===== src/rtl/alu_arbiter_if.sv =====
// Bundle of requester, response and shared-ALU signals for alu_arbiter.
// slave = arbiter side, master = requesters/consumer/ALU side.
interface alu_arbiter_if #(
   parameter int DATA_W = 32,
   parameter int OP_W   = 4
);
   logic              req0_valid;
   logic [OP_W-1:0]   req0_op;
   logic [DATA_W-1:0] req0_a;
   logic [DATA_W-1:0] req0_b;
   logic              req0_ready;

   logic              req1_valid;
   logic [OP_W-1:0]   req1_op;
   logic [DATA_W-1:0] req1_a;
   logic [DATA_W-1:0] req1_b;
   logic              req1_ready;

   logic              rsp_valid;
   logic              rsp_id;
   logic [DATA_W-1:0] rsp_data;
   logic              rsp_zero;
   logic              rsp_ready;

   logic [DATA_W-1:0] alu_a;
   logic [DATA_W-1:0] alu_b;
   logic [OP_W-1:0]   alu_ctrl;
   logic [DATA_W-1:0] alu_result;
   logic              alu_zero;

   logic              busy;

   modport slave (
      input  req0_valid, req0_op, req0_a, req0_b,
      input  req1_valid, req1_op, req1_a, req1_b,
      input  rsp_ready, alu_result, alu_zero,
      output req0_ready, req1_ready,
      output rsp_valid, rsp_id, rsp_data, rsp_zero,
      output alu_a, alu_b, alu_ctrl, busy
   );

   modport master (
      output req0_valid, req0_op, req0_a, req0_b,
      output req1_valid, req1_op, req1_a, req1_b,
      output rsp_ready, alu_result, alu_zero,
      input  req0_ready, req1_ready,
      input  rsp_valid, rsp_id, rsp_data, rsp_zero,
      input  alu_a, alu_b, alu_ctrl, busy
   );
endinterface


===== src/rtl/alu_arbiter.sv =====
// Two-requester arbiter in front of a shared ALU: IDLE -> EXEC -> RESP, one op per 3 cycles.
// Define ALU_ARB_FIXED_PRIO_EN for fixed priority (requester 0 wins); default is round-robin.
module alu_arbiter #(
   parameter int DATA_W = 32,
   parameter int OP_W   = 4
) (
   input logic          clk,
   input logic          rst_n,
   alu_arbiter_if.slave bus
);
   localparam logic [1:0] IDLE = 2'd0;
   localparam logic [1:0] EXEC = 2'd1;
   localparam logic [1:0] RESP = 2'd2;

   logic [1:0]        state;
   logic              grant;
   logic              accept;
   logic [OP_W-1:0]   cap_op;
   logic [DATA_W-1:0] cap_a;
   logic [DATA_W-1:0] cap_b;
   logic              cap_id;
   logic [DATA_W-1:0] rsp_data_q;
   logic              rsp_zero_q;
   logic              rsp_id_q;

   // Undefined codes fall back to ADD so the ALU only ever sees a supported operation.
   function automatic logic [OP_W-1:0] legal_op(input logic [OP_W-1:0] op);
      case (op)
         4'b0000, 4'b0001, 4'b0100, 4'b0101, 4'b0110, 4'b0111,
         4'b1000, 4'b1010, 4'b1011, 4'b1100, 4'b1101, 4'b1111: legal_op = op;
         default:                                              legal_op = '0;
      endcase
   endfunction

`ifdef ALU_ARB_FIXED_PRIO_EN
   always_comb grant = ~bus.req0_valid;
`else
   logic last;

   always_comb begin
      // NOTE: assign a default before any branch so no path leaves grant unassigned (no latch).
      grant = 1'b0;
      if (bus.req0_valid && bus.req1_valid) grant = ~last;
      else if (bus.req1_valid)              grant = 1'b1;
   end

   always_ff @(posedge clk or negedge rst_n) begin
      if (!rst_n)      last <= 1'b1;
      else if (accept) last <= grant;
   end
`endif

   // Ready is gated by rst_n so it reads 0 while reset is held, even with valid requests.
   assign accept         = rst_n && (state == IDLE) && (bus.req0_valid || bus.req1_valid);
   assign bus.req0_ready = accept && !grant;
   assign bus.req1_ready = accept && grant;

   always_ff @(posedge clk or negedge rst_n) begin
      if (!rst_n) begin
         // NOTE: state registers use non-blocking assignments so every flop samples pre-edge values.
         state      <= IDLE;
         cap_op     <= '0;
         cap_a      <= '0;
         cap_b      <= '0;
         cap_id     <= 1'b0;
         rsp_data_q <= '0;
         rsp_zero_q <= 1'b0;
         rsp_id_q   <= 1'b0;
      end else begin
         case (state)
            IDLE: begin
               if (accept) begin
                  cap_id <= grant;
                  cap_op <= legal_op(grant ? bus.req1_op : bus.req0_op);
                  cap_a  <= grant ? bus.req1_a : bus.req0_a;
                  cap_b  <= grant ? bus.req1_b : bus.req0_b;
                  state  <= EXEC;
               end
            end
            EXEC: begin
               rsp_data_q <= bus.alu_result;
               rsp_zero_q <= bus.alu_zero;
               rsp_id_q   <= cap_id;
               state      <= RESP;
            end
            RESP: begin
               if (bus.rsp_ready) state <= IDLE;
            end
            default: state <= IDLE;
         endcase
      end
   end

   assign bus.rsp_valid = (state == RESP);
   assign bus.rsp_id    = rsp_id_q;
   assign bus.rsp_data  = rsp_data_q;
   assign bus.rsp_zero  = rsp_zero_q;
   assign bus.busy      = (state != IDLE);

   // The shared ALU sees an ADD of zeros whenever this block is not executing.
   assign bus.alu_a    = (state == EXEC) ? cap_a  : '0;
   assign bus.alu_b    = (state == EXEC) ? cap_b  : '0;
   assign bus.alu_ctrl = (state == EXEC) ? cap_op : '0;
endmodule


===== src/flat_wrapper.sv =====
// flat-port wrapper written by rule: the top's interface ports become plain ports
module alu_arbiter_flat 
#(
   parameter int DATA_W = 32,
   parameter int OP_W   = 4
)
  (clk, rst_n, bus_req0_valid, bus_req0_op, bus_req0_a, bus_req0_b, bus_req1_valid, bus_req1_op, bus_req1_a, bus_req1_b, bus_rsp_ready, bus_alu_result, bus_alu_zero, bus_req0_ready, bus_req1_ready, bus_rsp_valid, bus_rsp_id, bus_rsp_data, bus_rsp_zero, bus_alu_a, bus_alu_b, bus_alu_ctrl, bus_busy);
  alu_arbiter_if #(.DATA_W(DATA_W), .OP_W(OP_W)) bus_i ();
  input logic clk;
  input logic rst_n;
  input wire logic [$bits(bus_i.req0_valid)-1:0] bus_req0_valid;
  input wire logic [$bits(bus_i.req0_op)-1:0] bus_req0_op;
  input wire logic [$bits(bus_i.req0_a)-1:0] bus_req0_a;
  input wire logic [$bits(bus_i.req0_b)-1:0] bus_req0_b;
  input wire logic [$bits(bus_i.req1_valid)-1:0] bus_req1_valid;
  input wire logic [$bits(bus_i.req1_op)-1:0] bus_req1_op;
  input wire logic [$bits(bus_i.req1_a)-1:0] bus_req1_a;
  input wire logic [$bits(bus_i.req1_b)-1:0] bus_req1_b;
  input wire logic [$bits(bus_i.rsp_ready)-1:0] bus_rsp_ready;
  input wire logic [$bits(bus_i.alu_result)-1:0] bus_alu_result;
  input wire logic [$bits(bus_i.alu_zero)-1:0] bus_alu_zero;
  output wire logic [$bits(bus_i.req0_ready)-1:0] bus_req0_ready;
  output wire logic [$bits(bus_i.req1_ready)-1:0] bus_req1_ready;
  output wire logic [$bits(bus_i.rsp_valid)-1:0] bus_rsp_valid;
  output wire logic [$bits(bus_i.rsp_id)-1:0] bus_rsp_id;
  output wire logic [$bits(bus_i.rsp_data)-1:0] bus_rsp_data;
  output wire logic [$bits(bus_i.rsp_zero)-1:0] bus_rsp_zero;
  output wire logic [$bits(bus_i.alu_a)-1:0] bus_alu_a;
  output wire logic [$bits(bus_i.alu_b)-1:0] bus_alu_b;
  output wire logic [$bits(bus_i.alu_ctrl)-1:0] bus_alu_ctrl;
  output wire logic [$bits(bus_i.busy)-1:0] bus_busy;
  assign bus_i.req0_valid = bus_req0_valid;
  assign bus_i.req0_op = bus_req0_op;
  assign bus_i.req0_a = bus_req0_a;
  assign bus_i.req0_b = bus_req0_b;
  assign bus_i.req1_valid = bus_req1_valid;
  assign bus_i.req1_op = bus_req1_op;
  assign bus_i.req1_a = bus_req1_a;
  assign bus_i.req1_b = bus_req1_b;
  assign bus_i.rsp_ready = bus_rsp_ready;
  assign bus_i.alu_result = bus_alu_result;
  assign bus_i.alu_zero = bus_alu_zero;
  assign bus_req0_ready = bus_i.req0_ready;
  assign bus_req1_ready = bus_i.req1_ready;
  assign bus_rsp_valid = bus_i.rsp_valid;
  assign bus_rsp_id = bus_i.rsp_id;
  assign bus_rsp_data = bus_i.rsp_data;
  assign bus_rsp_zero = bus_i.rsp_zero;
  assign bus_alu_a = bus_i.alu_a;
  assign bus_alu_b = bus_i.alu_b;
  assign bus_alu_ctrl = bus_i.alu_ctrl;
  assign bus_busy = bus_i.busy;
  alu_arbiter #(.DATA_W(DATA_W), .OP_W(OP_W)) u_core (.clk(clk), .rst_n(rst_n), .bus(bus_i));
endmodule

===== config.mk =====
export PLATFORM = sky130hd
export DESIGN_NAME = alu_arbiter_flat
export DESIGN_NICKNAME = d
export VERILOG_FILES = /design/src/rtl/alu_arbiter_if.sv /design/src/rtl/alu_arbiter.sv /design/src/flat_wrapper.sv
export SDC_FILE = /design/constraint.sdc
export NUM_CORES = 1
export LEC_CHECK = 0
export CORE_ASPECT_RATIO = 0.7
export CORE_MARGIN = 2
export CORE_UTILIZATION = 43
export DETAILED_ROUTE_END_ITERATION = 10
export PLACE_DENSITY = 0.87
export SYNTH_ARGS = -nofsm -noshare
export SYNTH_HDL_FRONTEND = slang
export SYNTH_SLANG_ARGS = --single-unit
export TNS_END_PERCENT = 30

===== constraint.sdc =====
create_clock -name clk -period 3.2 [get_ports clk]
set_clock_uncertainty 0.15 [all_clocks]
set_input_delay 0.32 -clock clk [delete_from_list [all_inputs] [get_ports clk]]
set_output_delay 0.32 -clock clk [all_outputs]
set_load 0.01 [all_outputs]

==> flow_metrics.py <==
metrics = {
    "route": {
        "drt_pass1_iterations": 5,
        "drt_iter0_drc": 286,
        "wl_per_cell_um": 17.9,
        "drc_errors": 0,
        "vias": 5258,
        "routed_wl_um": 17300,
        "via_per_inst": 5.44,
        "ant_nets": 0,
    },
    "pwr": {
        "power_frac_seq": 0.385,
        "design_power_total_mw": 6.01,
        "pwr-share-clk": 0.195,
        "ir_worst_vdd_mv": 0.423,
        "comb_power_share": 0.419,
        "netSwitchingFraction": 0.333,
        "p_sw_mw": 2.00,
        "power_density_nw_per_um2": 720,
        "p_int_mw": 4.01,
        "total_leakage_power_nw": 3.36,
    },
    "sta": {
        "setup_tns_ps": 0,
        "finalHoldViolCount": 0,
        "period_share": 0.857,
        "rsz0062_at_grt": "no",
        "period_needed_ps": 2740,
        "final_max_slew_viol_count": 0,
        "worstMarginPinSlew_ps": 1240,
        "setup_slack_ps": 456,
        "slew-limit-headroom": 0.175,
        "fmax_mhz": 364,
        "setup_viol": 0,
    },
    "grt": {
        "grt_max_degree": 72,
        "gr-total-overflow": 0,
        "grt_pass1_wl_um": 26200,
        "grt_use_total": 0.262,
        "grt_pass1_vias": 4978,
        "grt_antenna_before_repair": 0,
    },
    "finish": {
        "area_growth_pct": 61.5,
        "n_antenna_cell": 0,
        "nets": 978,
        "drive_gt1_frac": 0.0878,
        "final_area_um2": 8350,
        "fin_cells": 966,
    },
    "place": {
        "dp_hpwl_um": 12000,
        "gp_congestion": 0.799,
        "portBuffers": 279,
        "placed_cell_area_um2": 8020,
        "dpl.cell_count": 949,
        "place_ws_ps": 512,
    },
    "floorplan": {
        "die_w_um": 135,
        "ios": 280,
        "core-area_um2": 11700,
        "start_util": 0.441,
        "rows": 33,
        "fp.dieH_um": 95.8,
        "dieArea_um2": 12900,
    },
    "synth": {
        "synth-edff-count": 0,
        "synth_flop_cell": "dfrtp_1",
        "synth-compound-area-share": 0.160,
        "yosysUniqueCellTypes": 29,
        "synth_adder_area_share": 0,
        "postSynthAreaPerCell_um2": 9.36,
        "ys_seq_area_frac": 0.513,
        "synthCells": 553,
        "netlist_area_um2": 5170,
        "synth_warnings": 0,
        "yosys.area.top_type": "dfrtp_1",
        "synthMuxAreaShare": 0.0784,
        "synth_nets": 727,
        "yosys.area_share.simple": 0.201,
        "ys_ff_latch": 106,
        "synth_area_leaders": "dfrtp_1, nand2_1, a31oi_1",
        "synth_xor_area_frac": 0.00339,
        "async_flop_share": 1.00,
        "synth_top_family_by_area": "simple AND/OR/NAND/NOR gates",
        "synth_top_area_share": 0.508,
    },
    "clock_network": {
        "cts.repair.resized": 0,
        "clk_path_buf_depth": 2,
        "htree_levels": 3,
        "cts_tree": "yes",
        "cts.sinks": 106,
        "cts_root_buffer": "clkbuf_16",
        "clk_latency_ps": 340,
        "clk_pin_slew_ps": 80,
        "numCtsBuffers": 9,
    },
    "run": {
        "max_cap_viol_count": 0,
    },
    "worst_setup_path": {
        "cp-end-kind": "output port",
        "cp.required_ps": 2730,
        "critPathMaxFanout": 66,
        "crit_type": "register to output port",
        "cp-start-kind": "register",
        "cp.arrival_ps": 2270,
    },
    "outcome": {
        "status": "finished, final reports clean",
    },
    "hold_path": {
        "hold_path_class": "register to register",
    },
}
[registers in the layout (all words and copies together) (netlist names)]
register and cells:
u_core.state 2, u_core.cap_a 32, u_core.bus.rsp_data 32, u_core.bus.rsp_id 1
u_core.cap_op 4, u_core.cap_id 1, u_core.cap_b 32, u_core.last 1
u_core.bus.rsp_zero 1
[worst paths after layout]
path | from | to | slack [ps] | cells after the start
max in group asynchronous | rst_n | u_core.cap_a[18]$_DFFE_PN0P_ | 1180 | 4
worst max-delay path | u_core.state[0]$_DFFE_PN0P_ | bus_alu_b[31] | 460 | 4
worst min-delay path | u_core.bus.rsp_data[24]$_DFFE_PN0N_ | u_core.bus.rsp_data[24]$_DFFE_PN0N_ | 360 | 1
min in group asynchronous | rst_n | u_core.cap_a[31]$_DFFE_PN0P_ | 520 | 3
worst min register to register | u_core.bus.rsp_data[24]$_DFFE_PN0N_ | u_core.bus.rsp_data[24]$_DFFE_PN0N_ | 360 | 1
worst max register to register | u_core.state[1]$_DFFE_PN0P_ | u_core.cap_id$_DFFE_PN0P_ | 740 | 4
[per-layer routing]
| metal | wire length (um) | GRT usage | vias to the layer above |
|---|---|---|---|
| met2 | 8550 | 0.453 | 273 |
| met3 | 1750 | 0.0853 | 19 |
| met4 | 227 | 0.0686 | 0 |
| met1 | 6790 | 0.321 | 2562 |
| met5 | 0 | 0 | - |
| li1 | - | - | 2404 |
[cell families (layout without fill, tap and decap cells)]
logic type                count (synthesis)  after routing
AOI/OAI and AO/OA                       143            143
xor gates and xnor gates                  2              2
buffers and inverters                    50            306
DFF                                     106            106
muxes                                    36             36
and+or+nand+nor                         216            216
[Yosys cell counts, types with 2 or more instances]
master,n
nand2_1,129
dfrtp_1,105
a21oi_1,68
a31oi_1,68
and2_1,68
mux2_2,36
clkbuf_1,27
buf_2,15
nand3b_1,6
buf_4,4
nand3_1,2
nand4_1,2
nor2_1,2
nor2b_1,2
o2111ai_1,2
o211ai_1,2
or3b_2,2
xnor2_1,2
[cell type report]
| type | count | area (um^2) |
|---|---|---|
| fillers | 795 | 3370 |
| repair buffers | 288 | 2860 |
| multi-input cells | 397 | 2310 |
| inverters | 2 | 7.51 |
| clock inverters | 7 | 100 |
| clock buffers | 9 | 225 |
| well taps | 157 | 196 |
| flip-flops and latches | 106 | 2650 |
[power by group through the flow]
stage	registers [mW]	logic [mW]	clock network [mW]
after floorplan	2.34	1.15	0
after global placement	2.28	2.46	0
after detailed placement	2.32	2.53	0
after CTS	2.31	2.54	1.20
after global routing	2.39	2.73	1.26
final	2.32	2.52	1.17
[cell usage in the layout (no fill, tap or decap), drive strengths merged, types with 6 or more instances in the layout]
cell	netlist	routed
a21oi	68	68
a31oi	68	68
and2	68	68
buf	20	9
clkbuf	28	9
clkdlybuf4s50	0	278
dfrtp	105	105
mux2	36	36
nand2	129	129
nand3b	6	6
[per-stage QoR]
stage / util / hold slack (ps)
detailed placement: 0.684 / 335
CTS: 0.712 / 360
finish: 0.712 / 359
global placement: 0.684 / 335
floorplan: - / -126
global route: 0.712 / 364
[timing repair]
action	4_1_cts	5_1_grt
hold buffers	1	0
setup buffers	0	0
endpoints found under the hold margin	45	0
setup endpoints to repair	0	0
[worst max-delay path: stages, from the launching register on]
cell and delay (ps):
dfrtp_1 440, nor2b_4 180, buf_4 500, and2_1 250
clkdlybuf4s50_1 550
Power figures use the tool's default switching activity.
